**src/rtl/reset_toggle_gen.sv**
```systemverilog
// Multi-channel reset/stimulus toggle generator: each enabled channel starts at a
// programmed level and inverts every half_period cycles for num_toggles toggles.
module reset_toggle_gen #(
    parameter int unsigned NCH = 4,
    parameter int unsigned CW  = 16
) (
    input  logic           clk,
    input  logic           reset,
    input  logic           start,
    input  logic           stop,
    input  logic [CW-1:0]  half_period,
    input  logic [CW-1:0]  num_toggles,
    input  logic [NCH-1:0] ch_en,
    input  logic [NCH-1:0] init_level,
    output logic [NCH-1:0] out,
    output logic           busy,
    output logic           done,
    output logic [CW-1:0]  toggle_cnt
);

    typedef enum logic [1:0] {
        IDLE = 2'd0,
        RUN  = 2'd1,
        DONE = 2'd2
    } state_t;

    state_t         state, state_n;
    logic [1:0]     rst_sync;
    logic           armed;
    logic [CW-1:0]  pcnt, pcnt_n;
    logic [CW-1:0]  hp_q, hp_n;
    logic [CW-1:0]  nt_q, nt_n;
    logic [NCH-1:0] en_q, en_n;
    logic [NCH-1:0] out_n;
    logic [CW-1:0]  tcnt_n;
    logic           busy_n, done_n;

    // Reset release is retimed through two flops; starts are ignored until it completes.
    always_ff @(posedge clk or negedge reset) begin
        if (!reset) begin
            rst_sync <= '0;
        end else begin
            rst_sync <= {rst_sync[0], 1'b1};
        end
    end

    assign armed = rst_sync[1];

    always_ff @(posedge clk or negedge reset) begin
        if (!reset) begin
            state      <= IDLE;
            out        <= '1;
            busy       <= 1'b0;
            done       <= 1'b0;
            toggle_cnt <= '0;
            pcnt       <= '0;
            hp_q       <= CW'(1);
            nt_q       <= '0;
            en_q       <= '0;
        end else begin
            state      <= state_n;
            out        <= out_n;
            busy       <= busy_n;
            done       <= done_n;
            toggle_cnt <= tcnt_n;
            pcnt       <= pcnt_n;
            hp_q       <= hp_n;
            nt_q       <= nt_n;
            en_q       <= en_n;
        end
    end

    always_comb begin
        state_n = state;
        out_n   = out;
        tcnt_n  = toggle_cnt;
        pcnt_n  = pcnt;
        hp_n    = hp_q;
        nt_n    = nt_q;
        en_n    = en_q;

        unique case (state)
            IDLE: begin
                if (armed && start && !stop) begin
                    state_n = RUN;
                    hp_n    = (half_period == '0) ? CW'(1) : half_period;
                    nt_n    = num_toggles;
                    en_n    = ch_en;
                    out_n   = init_level;
                    pcnt_n  = '0;
                    tcnt_n  = '0;
                end
            end
            RUN: begin
                if (stop) begin
                    state_n = IDLE;
                end else if (pcnt == hp_q - CW'(1)) begin
                    pcnt_n = '0;
                    out_n  = out ^ en_q;
                    tcnt_n = toggle_cnt + CW'(1);
                    // num_toggles of zero means free-run; the count simply wraps
                    if (nt_q != '0 && tcnt_n == nt_q) begin
                        state_n = DONE;
                    end
                end else begin
                    pcnt_n = pcnt + CW'(1);
                end
            end
            DONE: begin
                state_n = IDLE;
            end
            default: begin
                state_n = IDLE;
            end
        endcase

        busy_n = (state_n == RUN);
        done_n = (state_n == DONE);
    end

endmodule
```
**config.mk**
```make
export PLATFORM = sky130hd
export DESIGN_NAME = reset_toggle_gen
export DESIGN_NICKNAME = d
export VERILOG_FILES = /design/src/rtl/reset_toggle_gen.sv
export SDC_FILE = /design/constraint.sdc
export NUM_CORES = 1
export LEC_CHECK = 0
export ABC_AREA = 1
export CAP_MARGIN = 30
export CORE_ASPECT_RATIO = 0.6
export CORE_UTILIZATION = 40
export CTS_CLUSTER_SIZE = 40
export DETAILED_ROUTE_END_ITERATION = 6
export GPL_TIMING_DRIVEN = 0
export PLACE_DENSITY = 0.72
export SYNTH_ARGS = -nofsm -noshare
export SYNTH_HDL_FRONTEND = slang
export SYNTH_SLANG_ARGS = --single-unit
```
**constraint.sdc**
```tcl
create_clock -name clk -period 5.2 [get_ports clk]
set_clock_uncertainty 0.2 [all_clocks]
set_input_delay 1.04 -clock clk [delete_from_list [all_inputs] [get_ports clk]]
set_output_delay 1.04 -clock clk [all_outputs]
set_load 0.005 [all_outputs]
```
After elaboration in Yosys (flattened, before gate mapping)
Cells that the tools add are included.
Widths: inputs -> output; s select.
{"block": "word_totals", "regBits": 78, "in_bits": 44, "output_inout_bits": 22}
{"block": "op_classes", "muxes": 17, "n_bitwise": 1, "addsub": 3, "eq_ne": 8, "reduce_logical": 11}
{"cell": "$mux 16", "n": 6}
{"cell": "$pmux 16 s2", "n": 2}
{"cell": "$add 16x1->16 const B", "n": 2}
{"cell": "$eq 16x16->1", "n": 2}
{"cell": "$logic_not 16->1", "n": 1}
{"cell": "$reduce_bool 16->1", "n": 1}
{"cell": "$sub 16x1->16 const B", "n": 1}
{"cell": "$mux 4", "n": 3}
{"cell": "$mux 2", "n": 4}
{"cell": "$pmux 4 s2", "n": 1}
{"cell": "$ne 2x2->1 const B", "n": 3}
{"cell": "$eq 2x1->1 const B", "n": 2}
{"cell": "$pmux 2 s2", "n": 1}
{"cell": "$reduce_and 4->1", "n": 1}
{"cell": "$xor 4x4->4", "n": 1}
{"cell": "$logic_and 1x1->1", "n": 3}
{"cell": "$reduce_and 3->1", "n": 1}
{"cell": "$eq 2x2->1 const B", "n": 1}
{"cell": "$logic_not 2->1", "n": 1}
{"cell": "$reduce_and 2->1", "n": 1}
{"cell": "$reduce_bool 2->1", "n": 1}
{"cell": "$logic_not 1->1", "n": 1}

Depth between registers and ports, before layout
Gate-level depths: netlist of the first run.
{"block": "depth", "depth_word": 8, "ltp_mapped": 16}

Worst setup path before layout of the first run
No wires, ideal clock.
{"block": "synth_timing", "path_kind": "input to register", "startpoint": "input port start", "endpoint": "register pcnt[13]", "path_stages": 11, "required_ps": 4922, "setup_slack_ps": 2857, "arrival_ps": 2065, "path_cell_list": "nand2_1 nor2_1 nand2_1 nand2_1 nand2_1 nor2_1 nand3_1 nor2_1 nand3b_1 xor2_1 a21oi_1"}
{"block": "synth_between", "elab_chain_cells": 4}
{"element": "start, declared", "line_no": "9", "rtl": "input logic start,"}
{"element": "$logic_and 1x1->1 (2 in a row)", "line_no": "84", "rtl": "if (armed && start && !stop) begin"}
{"element": "$ne 2x2->1 (no line)"}
{"element": "$reduce_and 3->1 (no line)"}
{"element": "end signal, assigned", "line_no": "66", "rtl": "pcnt <= pcnt_n;"}
{"element": "end, declared", "line_no": "30", "rtl": "logic [CW-1:0] pcnt, pcnt_n;"}
Every way passes these cells.
A chain may end at the register's enable or synchronous reset.

Worst setup path after layout of the first run
{"block": "layout_timing", "startpoint": "input port start", "endpoint": "register toggle_cnt[2]"}
{"block": "layout_between", "elab_chain_cells": 4}
{"element": "$logic_and 1x1->1 (2 in a row)", "line_no": "84"}
{"element": "$ne 2x2->1 (no line)"}
{"element": "$reduce_and 4->1 (no line)"}
{"element": "end signal, assigned", "line_no": "65", "rtl": "toggle_cnt <= tcnt_n;"}
{"element": "end, declared", "line_no": "18", "rtl": "output logic [CW-1:0] toggle_cnt"}
Every way passes these cells.

==> summary.md, run 1 <==
| Metric | Value |
|---|---|
| Yosys cell types | 36 |
| WL final | 15500 microns |
| Reg clk slew, reported paths | 70 ps |
| Worst-Skew Late Latency | 350 ps |
| Final Instance Count excl. Fillers | 1010 |
| Gr ovfl total | 0 |
| Cts repair resizes | 0 |
| Die area | 13200 sq um |
| Worst-path fanout max | 10 |
| Hold crit path type | reg2reg |
| Critical Path Most Common Cell | nand2_1 |
| Syn Inst Count | 763 |
| NumNets Final | 887 |
| Clock power frac | 38.4% |
| Comb power frac | 24.6% |
| Postcts setup bufs | 0 |
| Root Driver | clkbuf_16 |
| Mapped Avg Cell Area | 6.66 sq um |
| Die Y | 89.3 microns |
| Final period util | 58.0% |
| DRT iter0 DRCs | 650 |
| First-pass GRT wire length | 24900 microns |
| Crit-path cells | clkdlybuf4s50_1 > nand2_1 > nor2_1 > nand2_1 > nand2_1 > clkbuf_1 > clkbuf_1 > nand3_1 > nand2_1 |
| GPL Wtd Cong | 0.929 |
| Fin. max-slew vios | 0 |
| Synth area leader | dfrtp_1 |
| CP required | 5290 ps |
| RSZ-0062 raised after global routing | false |
| Relative slew slack | 44.4% |
| P_int | 0.00139 W |
| Seq pwr share | 37.0% |
| Post-Place Cells | 994 |
| #FFs+latches synth | 78 |
| CTS tree | built |
| DRT antenna net count | 0 |
| IO Count | 66 |
| Slowest cell delay on critical path | 510 ps |
| Post-synth EDFFs | 0 |
| Final setup viols | 0 |
| Final TNS setup | 0 ps |
| Seq/Total Area, Yosys | 38.6% |
| Most used DFF post-synth | dfrtp_1 |
| Worst EP arrival | 3100 ps |
| Fillers | 1220 |
| Yosys Warn Count | 0 |
| Overall global routing resource usage | 24.9% |
| CTS Buffer Depth | 2 |
| Drc violations | 0 |
| CP Class | in2reg |
| Initial antenna violation count | 0 |
| Slew of the pin with the lowest slew margin | 826 ps |
| Max-cap violation count | 0 |
| Post-synth net total | 810 |
| Share of cells above drive strength 1 | 5.44% |
| Synth top area cells | dfrtp_1 36%, nand2_1 21%, nand3_1 7.4% |
| Asr flop ratio synth | 100% |
| Area of the core | 12200 sq um |
| Vias in the first global route | 4673 |
| CTS Buf Count | 9 |
| Post-DP HPWL | 11800 microns |
| Startpoint Class | primary input |
| DR WL/cell | 15.3 microns |
| Syn-to-layout area delta | 24.4% |
| Clock tree sinks | 78 |
| Largest net degree at the start of global routing | 42 |
| Die Wd | 147 microns |
| N_diodes | 0 |
| Mapped Area | 5080 sq um |
| Leak Pwr | 2.97 nW |
| Via Count | 5322 |
| Initial Utilization | 41.6% |
| Final min period | 3020 ps |
| Switching pwr | 0.000657 W |
| Power density over the cells | 325 nW/um^2 |
| Number of cell rows | 31 |
| Via density | 5.27 |
| Synth top area share | 36.0% |
| Net Sw Frac | 32.1% |
| Clock H-tree levels | 3 |
| Iteration count of the initial detailed-routing pass | 6 |
| Fin. Hold Viols | 0 |
| Hold Buf Count CTS | 0 |
| Max IR drop VDD | 184 uV |
| Fmax | 332 MHz |
| Status | finished clean |
| CP max stage cell | clkbuf_1 |
| CP endpoint kind | register |
| Port Buffers | 65 |
worst paths after layout:
| check | endpoint | slack, ps | startpoint | depth (start not counted) |
|---|---|---|---|---|
| worst max-delay path | toggle_cnt[2]$_DFFE_PN0P_ | 2180 | start | 9 |
| worst min-delay path | rst_sync[1]$_DFF_PN0_ | 150 | rst_sync[0]$_DFF_PN0_ | 0 |
| worst max register to register | busy$_DFF_PN0_ | 2410 | hp_q[0]$_DFFE_PN1P_ | 14 |
| worst min register to register | rst_sync[1]$_DFF_PN0_ | 150 | rst_sync[0]$_DFF_PN0_ | 0 |
| max in group asynchronous | out[0]$_DFFE_PN1P_ | 3670 | reset | 2 |
| min in group asynchronous | toggle_cnt[12]$_DFFE_PN0P_ | 470 | reset | 1 |
sequential cells by signal, summed over array words and instances, names as in the netlist:
signal	cells
busy	1
done	1
en_q	4
hp_q	16
nt_q	16
out	4
pcnt	16
rst_sync	2
state	2
toggle_cnt	16
Yosys cell counts, drive strengths merged (7+ instances only):
master and n:
dfrtp 73, nand3b 8, buf 7, a21oi 20, o21ai 32, nand4 30
nand3 75, nand2 289, inv 74, nor2 87, clkbuf 13, xor2 21
cells by family (layout without fill, tap and decap cells):
logic type / after synthesis / count (layout) / share of synthesized area, %
AO/OA/AOI/OAI: 58 / 58 / 6.01
adder cells (fa/ha/maj): 3 / 3 / 0.739
other: 1 / 1 / 0.0738
buffers and inverters: 95 / 177 / 7.51
XOR/XNOR: 27 / 27 / 4.66
flip-flops: 78 / 78 / 38.6
AND/OR/NAND/NOR: 501 / 501 / 42.4
layout make-up:
cell class	count	area, sq um	share of cell area [%]
Buffer	20	100	1.58
Sequential cell	78	1960	31.0
Multi-Input combinational cell	590	2740	43.4
Clock buffer	10	229	3.63
Inverter	75	282	4.46
Timing Repair Buffer	66	668	10.6
Tap cell	165	206	3.27
Clock inverter	6	134	2.12
worst max-delay path, delay by kind of cell:
family | cells | cell delay, ps
buf+inv | 3 | 1420
simple gates | 6 | 640
power groups by stage:
| stage | sequential, W | clock, W | combinational [W] |
|---|---|---|---|
| 2_1_floorplan | 0.000747 | 0 | 0.000325 |
| 3_3_place_gp | 0.000766 | 0 | 0.000480 |
| 3_5_place_dp | 0.000764 | 0 | 0.000490 |
| 4_1_cts | 0.000756 | 0.000796 | 0.000494 |
| 5_1_grt | 0.000768 | 0.000818 | 0.000568 |
| 6_report | 0.000759 | 0.000787 | 0.000505 |
cell usage in the layout (no fill, tap or decap), types with 8 or more instances in the layout:
cell | Yosys | final
clkbuf_1 | 13 | 14
o21ai_0 | 31 | 31
nand4_1 | 30 | 30
inv_1 | 70 | 70
nand3_1 | 75 | 75
nor2_1 | 79 | 79
nand3b_1 | 8 | 8
nand2_1 | 285 | 285
a21oi_1 | 20 | 20
clkbuf_16 | 0 | 9
xor2_1 | 21 | 21
clkdlybuf4s50_1 | 0 | 64
dfrtp_1 | 73 | 73
per-layer routing:
metal	part of all wire (%)	up-vias	routed length [microns]	GRT usage [%]
met5	0	-	0	0
met4	0.58	0	90	4.69
met3	12	11	1790	6.17
met2	36	268	5660	33.0
met1	51	2444	7970	39.7
li1	-	2599	-	-
through the flow:
stage               cell area (sq um)  power (W)  hold slack, ps  setup slack [ps]  util, %
floorplan                        5080    0.00107             131              2860        -
global placement                 5940    0.00125             133              80.4     48.6
detailed placement               5950    0.00125             138              1860     48.7
CTS                              6320    0.00205             153              2200     51.7
global route                     6320    0.00215             166              2000     51.7
finish                           6320    0.00205             150              2180     51.7
(Power assumes the default switching activity.)
==> run 2, diff against run 1 <==
- PLACE_DENSITY: 0.72 -> 0.74
- clock period: 5.2 -> 2.66 ns (I/O delays scaled with it)
==> summary.md, run 2 (synthesis results as in run 1) <==
| Metric | Value |
|---|---|
| Status | finished clean (unchanged) |
| Max-cap violation count | 0 (unchanged) |
| Commonest non-fill, non-tap cell in the layout | nand2_1 (unchanged) |
| Via Count | 5311 (was 5322) |
| Fmax | 396 MHz |
| Startpoint Class | register (was primary input) |
| Post-DP HPWL | 11700 microns (was 11800 microns) |
| Crit path max-delay family | simple AND/OR/NAND/NOR gates (was buffers and inverters) |
| Switching pwr | 0.00127 W (was 0.000657 W) |
| DR WL/cell | 15.1 microns (was 15.3 microns) |
| Worst EP arrival | 2530 ps (was 3100 ps) |
| Port Buffers | 65 (unchanged) |
| CTS tree | built (unchanged) |
| Iteration count of the initial detailed-routing pass | 5 (was 6) |
| Crit-path cells | inv_2 > ha_2 > nand2_2 > nor2_4 > nand2_1 > nand2_1 > nand2_2 > nand4_1 > nor2_2 > nand2_2 > nand2_2 > buf_2 > a21oi_1 (was clkdlybuf4s50_1 > nand2_1 > nor2_1 > nand2_1 > nand2_1 > clkbuf_1 > clkbuf_1 > nand3_1 > nand2_1) |
| NumNets Final | 893 (was 887) |
| Fillers | 1207 (was 1220) |
| Worst-Skew Late Latency | 340 ps (was 350 ps) |
| Via density | 5.23 (was 5.27) |
| Hold crit path type | reg2reg (unchanged) |
| Root Driver | clkbuf_16 (unchanged) |
| Critical Path Most Common Cell | nand2_2 (was nand2_1) |
| CP max stage cell | dfstp_2 (was clkbuf_1) |
| Final setup viols | 0 (unchanged) |
| CTS Buffer Depth | 2 (unchanged) |
| Dpl cell area | 5960 sq um (was 5950 sq um) |
| Max IR drop VDD | 334 uV (was 184 uV) |
| CP endpoint kind | register (unchanged) |
| Fin. max-slew vios | 0 (unchanged) |
| Final Power | 0.00389 W (was 0.00205 W) |
| First-pass GRT wire length | 24500 microns (was 24900 microns) |
| GPL Wtd Cong | 0.923 (was 0.929) |
| WP buf/inv | 2 (was 3) |
| DRT antenna net count | 0 (unchanged) |
| Overall global routing resource usage | 24.8% (was 24.9%) |
| Syn-to-layout area delta | 25.8% (was 24.4%) |
| CP required | 2660 ps (was 5290 ps) |
| Die Wd | 147 microns (unchanged) |
| P_int | 0.00262 W (was 0.00139 W) |
| Gr ovfl total | 0 (unchanged) |
| Number of cell rows | 31 (unchanged) |
| Slew of the pin with the lowest slew margin | 765 ps (was 826 ps) |
| WL final | 15400 microns (was 15500 microns) |
| Net Sw Frac | 32.6% (was 32.1%) |
| Worst-path fanout max | 10 (unchanged) |
| Initial antenna violation count | 0 (unchanged) |
| CP Class | reg2reg (was in2reg) |
| Relative slew slack | 48.5% (was 44.4%) |
| Reg clk slew, reported paths | 60 ps (was 70 ps) |
| Clock H-tree levels | 3 (unchanged) |
| Power density over the cells | 609 nW/um^2 (was 325 nW/um^2) |
| Die Y | 89.3 microns (unchanged) |
| Final min period | 2530 ps |
| Clock power frac | 35.8% (was 38.4%) |
| Vias in the first global route | 4576 (was 4673) |
| Share of cells above drive strength 1 | 8.11% (was 5.44%) |
| Initial Utilization | 41.6% (unchanged) |
| Fin. Hold Viols | 0 (unchanged) |
| CTS Buf Count | 9 (unchanged) |
| Post-route design area | 6390 sq um (was 6320 sq um) |
| Final period util | 95.0% |
| Register area | 1960 sq um (about the same) |
| Most frequent cells in the layout | 281 x nand2_1, 74 x nand3_1, 72 x nor2_1, 72 x dfrtp_1, 70 x inv_1 (was 285 x nand2_1, 79 x nor2_1, 75 x nand3_1) |
| Comb power frac | 26.1% (was 24.6%) |
| DRT iter0 DRCs | 590 (was 650) |
| Seq pwr share | 38.1% (was 37.0%) |
| IO Count | 66 (unchanged) |
| Multi-input gate area | 2780 sq um (was 2740 sq um) |
| Leak Pwr | 3.02 nW (was 2.97 nW) |
| Slowest cell delay on critical path | 550 ps (was 510 ps) |
| N_diodes | 0 (unchanged) |
| Die area | 13200 sq um (unchanged) |
| Area of the core | 12200 sq um (unchanged) |
| Drc violations | 0 (unchanged) |
| Largest net degree at the start of global routing | 50 (was 42) |
| Clock tree sinks | 78 (unchanged) |
-- run 2: final timing paths --
check | start | end | slack [ps] | depth (start not counted)
min | rst_sync[0]$_DFF_PN0_ | rst_sync[1]$_DFF_PN0_ | 150 | 0
min reg2reg | rst_sync[0]$_DFF_PN0_ | rst_sync[1]$_DFF_PN0_ | 150 | 0
max | hp_q[0]$_DFFE_PN1P_ | pcnt[14]$_DFFE_PN0P_ | 130 | 13
max in group asynchronous | reset | out[3]$_DFFE_PN1P_ | 1150 | 3
max reg2reg | hp_q[0]$_DFFE_PN1P_ | pcnt[14]$_DFFE_PN0P_ | 130 | 13
min in group asynchronous | reset | toggle_cnt[10]$_DFFE_PN0P_ | 460 | 2
-- run 2: metal layers --
| metal | vias up | routed length [microns] | part of all wire [%] | GRT usage, % |
|---|---|---|---|---|
| li1 | 2610 | - | - | - |
| met1 | 2436 | 8080 | 53 | 39.8 |
| met2 | 247 | 5470 | 36 | 31.6 |
| met3 | 18 | 1600 | 10 | 6.53 |
| met4 | 0 | 212 | 1.4 | 6.09 |
| met5 | - | 0 | 0 | 0 |
-- run 2: what timing repair did --
action / 4_1_cts / 5_1_grt
setup buffers: 0 / 5
endpoints found under the hold margin: 26 / 0
hold buffers: 1 / 0
pin swaps: 0 / 3
endpoints found under the setup margin: 3 / 41
resized for setup: 1 / 22
-- run 2: area by class of cell --
cell class	count	share of cell area [%]
Inverter	75	4.40
Sequential cell	78	30.7
Buffer	20	1.64
Tap cell	165	3.23
Clock inverter	3	1.02
Timing Repair Buffer	72	11.3
Clock buffer	13	4.23
Multi-Input combinational cell	590	43.5
-- run 2: worst reg2reg max path, cell delays in order, from the launching register on --
cell and delay, ps:
dfstp_2 550, inv_2 70, ha_2 220, nand2_2 120
nor2_4 80, nand2_1 110, nand2_1 70, nand2_2 100
nand4_1 140, nor2_2 160, nand2_2 100, nand2_2 110
buf_2 230, a21oi_1 110
-- run 2: power groups by stage --
stage                     combinational, W  clock, W  sequential [W]
after global placement            0.000940         0         0.00150
after detailed placement          0.000955         0         0.00150
final                              0.00101   0.00139         0.00148
after global routing               0.00113   0.00146         0.00151
after floorplan                   0.000636         0         0.00146
after CTS                         0.000966   0.00141         0.00148
-- run 2: per-stage QoR --
step                      setup WS (ps)  setup TNS [ps]  std cells  hold slack [ps]  utilization (%)
after floorplan                     501               0        763             36.4                -
after global placement            -1930         -149940        993              136             48.6
after detailed placement           -186           -5190        994              141             48.8
after CTS                          4.09               0       1011              152             51.7
after global routing              -14.2           -25.4       1016              150             52.3
final                               133               0       1016              149             52.3
==> run 3, diff against run 2 <==
- CORE_MARGIN: not set -> 2
==> summary.md, run 3 (synthesis results as in run 1) <==
| Metric | Value |
|---|---|
| Most frequent cells in the layout | 281 x nand2_1, 74 x nand3_1, 72 x nor2_1 (was 281 x nand2_1, 74 x nand3_1, 72 x nor2_1, 72 x dfrtp_1, 70 x inv_1) |
| Post-Place Cells | 994 (unchanged) |
| DRT iter0 DRCs | 492 (was 590) |
| Slew of the pin with the lowest slew margin | 683 ps (was 765 ps) |
| Clock power frac | 34.9% (was 35.8%) |
| Area of the core | 12200 sq um (unchanged) |
| Post-route design area | 6370 sq um (was 6390 sq um) |
| Iteration count of the initial detailed-routing pass | 5 (unchanged) |
| Reg clk slew, reported paths | 60 ps (about the same) |
| Final Instance Count excl. Fillers | 1013 (was 1016) |
| Comb power frac | 26.4% (was 26.1%) |
| Via Count | 5295 (was 5311) |
| Post-DP HPWL | 11800 microns (was 11700 microns) |
| Final setup viols | 0 (unchanged) |
| Fin. max-slew vios | 0 (unchanged) |
| CTS Buf Count | 9 (unchanged) |
| Critical Path Most Common Cell | nand2_1 (was nand2_2) |
| Vias in the first global route | 4584 (was 4576) |
| Clock tree sinks | 78 (unchanged) |
| Multi-input gate area | 2810 sq um (was 2780 sq um) |
| CP max stage cell | clkbuf_1 (was dfstp_2) |
| CTS tree | built (unchanged) |
| Relative slew slack | 54.1% (was 48.5%) |
| Via density | 5.23 (about the same) |
| Initial antenna violation count | 0 (unchanged) |
| Number of cell rows | 31 (unchanged) |
| Final min period | 2530 ps (about the same) |
| CP Class | in2reg (was reg2reg) |
| Worst-path fanout max | 10 (unchanged) |
| Syn-to-layout area delta | 25.5% (was 25.8%) |
| Switching pwr | 0.00129 W (was 0.00127 W) |
| Root Driver | clkbuf_16 (unchanged) |
| Commonest non-fill, non-tap cell in the layout | nand2_1 (unchanged) |
| Port Buffers | 65 (unchanged) |
| Gr ovfl total | 0 (unchanged) |
| WL final | 15500 microns (was 15400 microns) |
| GPL Wtd Cong | 0.952 (was 0.923) |
| NumNets Final | 890 (was 893) |
| IO Count | 66 (unchanged) |
| Final period util | 95.1% (was 95.0%) |
| Fillers | 1222 (was 1207) |
| Worst EP arrival | 2580 ps (was 2530 ps) |
| Leak Pwr | 2.98 nW (was 3.02 nW) |
| Share of cells above drive strength 1 | 7.55% (was 8.11%) |
| Fmax | 395 MHz (was 396 MHz) |
| DR WL/cell | 15.3 microns (was 15.1 microns) |
| First-pass GRT wire length | 24600 microns (was 24500 microns) |
| Max IR drop VDD | 301 uV (was 334 uV) |
| Status | finished clean (unchanged) |
| Dpl cell area | 5960 sq um (unchanged) |
| Die Wd | 149 microns (was 147 microns) |
| Register area | 1960 sq um (about the same) |
| Max-cap violation count | 0 (unchanged) |
| Largest net degree at the start of global routing | 58 (was 50) |
| Startpoint Class | primary input (was register) |
| Fin. Hold Viols | 0 (unchanged) |
| Worst-Skew Late Latency | 350 ps (was 340 ps) |
| DRT antenna net count | 0 (unchanged) |
| Power density over the cells | 602 nW/um^2 (was 609 nW/um^2) |
| Seq pwr share | 38.7% (was 38.1%) |
| Initial Utilization | 41.6% (unchanged) |
| Die Y | 91.3 microns (was 89.3 microns) |
| Net Sw Frac | 33.7% (was 32.6%) |
| Crit-path cells | clkdlybuf4s50_1 > nand2_1 > nor2_1 > nand2_1 > clkbuf_1 > inv_2 > clkbuf_1 > nand2_1 > o21ai_0 (was inv_2 > ha_2 > nand2_2 > nor2_4 > nand2_1 > nand2_1 > nand2_2 > nand4_1 > nor2_2 > nand2_2 > nand2_2 > buf_2 > a21oi_1) |
| Slowest cell delay on critical path | 520 ps (was 550 ps) |
| Final Core Density | 52.2% (was 52.3%) |
| Hold crit path type | reg2reg (unchanged) |
| P_int | 0.00254 W (was 0.00262 W) |
| Clock H-tree levels | 3 (unchanged) |
| CTS Buffer Depth | 2 (unchanged) |
| CP endpoint kind | register (unchanged) |
| N_diodes | 0 (unchanged) |
| Die area | 13600 sq um (was 13200 sq um) |
| Drc violations | 0 (unchanged) |
| Overall global routing resource usage | 23.5% (was 24.8%) |
| CP required | 2710 ps (was 2660 ps) |
## run 3: per-stage QoR
| step | power, W | setup WS, ps | setup TNS, ps | hold slack [ps] |
|---|---|---|---|---|
| 2_1_floorplan | 0.00210 | 501 | 0 | 36.4 |
| 3_3_place_gp | 0.00244 | -1950 | -152800 | 136 |
| 3_5_place_dp | 0.00245 | -191 | -7700 | 135 |
| 4_1_cts | 0.00380 | 14.6 | 0 | 149 |
| 5_1_grt | 0.00404 | -26.4 | -282 | 169 |
| 6_report | 0.00383 | 131 | 0 | 148 |
## run 3: critical path, delay by kind of cell
kind                   cells  cell delay [ps]
and+or+nand+nor            4              360
AOI/OAI and AO/OA          1              120
buffers and inverters      4             1550
## run 3: path summary, 6_finish.rpt
check	from	endpoint	slack, ps	depth (start not counted)
max reg2reg	hp_q[0]$_DFFE_PN1P_	toggle_cnt[14]$_DFFE_PN0P_	160	15
min	rst_sync[0]$_DFF_PN0_	rst_sync[1]$_DFF_PN0_	150	0
max	start	nt_q[8]$_DFFE_PN0P_	130	9
min in group asynchronous	reset	toggle_cnt[8]$_DFFE_PN0P_	430	2
max in group asynchronous	reset	out[3]$_DFFE_PN1P_	1190	3
min reg2reg	rst_sync[0]$_DFF_PN0_	rst_sync[1]$_DFF_PN0_	150	0
## run 3: per-layer routing
| layer | share of wire (%) | GRT usage, % | routed length (microns) | up-vias |
|---|---|---|---|---|
| met5 | 0 | 0 | 0 | - |
| met4 | 0.79 | 4.52 | 122 | 0 |
| met3 | 12 | 5.98 | 1830 | 14 |
| met2 | 36 | 28.5 | 5610 | 285 |
| met1 | 51 | 39.7 | 7940 | 2388 |
| li1 | - | - | - | 2608 |
## run 3: repair_timing
action,CTS,global route
resized for setup,1,19
pin swaps,0,3
endpoints found under the hold margin,21,0
setup buffers,0,2
hold buffers,1,0
setup endpoints to repair,2,39
## run 3: cell type report
type                       instances  area share (%)
tap                              165            3.24
inverter                          75            4.42
timing repair buffer              69            11.0
buffer                            20            1.57
clock inverter                     6            1.35
clock buffer                      10            3.59
sequential                        78            30.8
multi-input combinational        590            44.1
## run 3: power groups by stage
| stage | Sequential [W] | Clock (W) | Combinational, W |
|---|---|---|---|
| 2_1_floorplan | 0.00146 | 0 | 0.000636 |
| 3_3_place_gp | 0.00149 | 0 | 0.000942 |
| 3_5_place_dp | 0.00149 | 0 | 0.000955 |
| 4_1_cts | 0.00148 | 0.00136 | 0.000968 |
| 5_1_grt | 0.00150 | 0.00140 | 0.00114 |
| 6_report | 0.00148 | 0.00134 | 0.00101 |
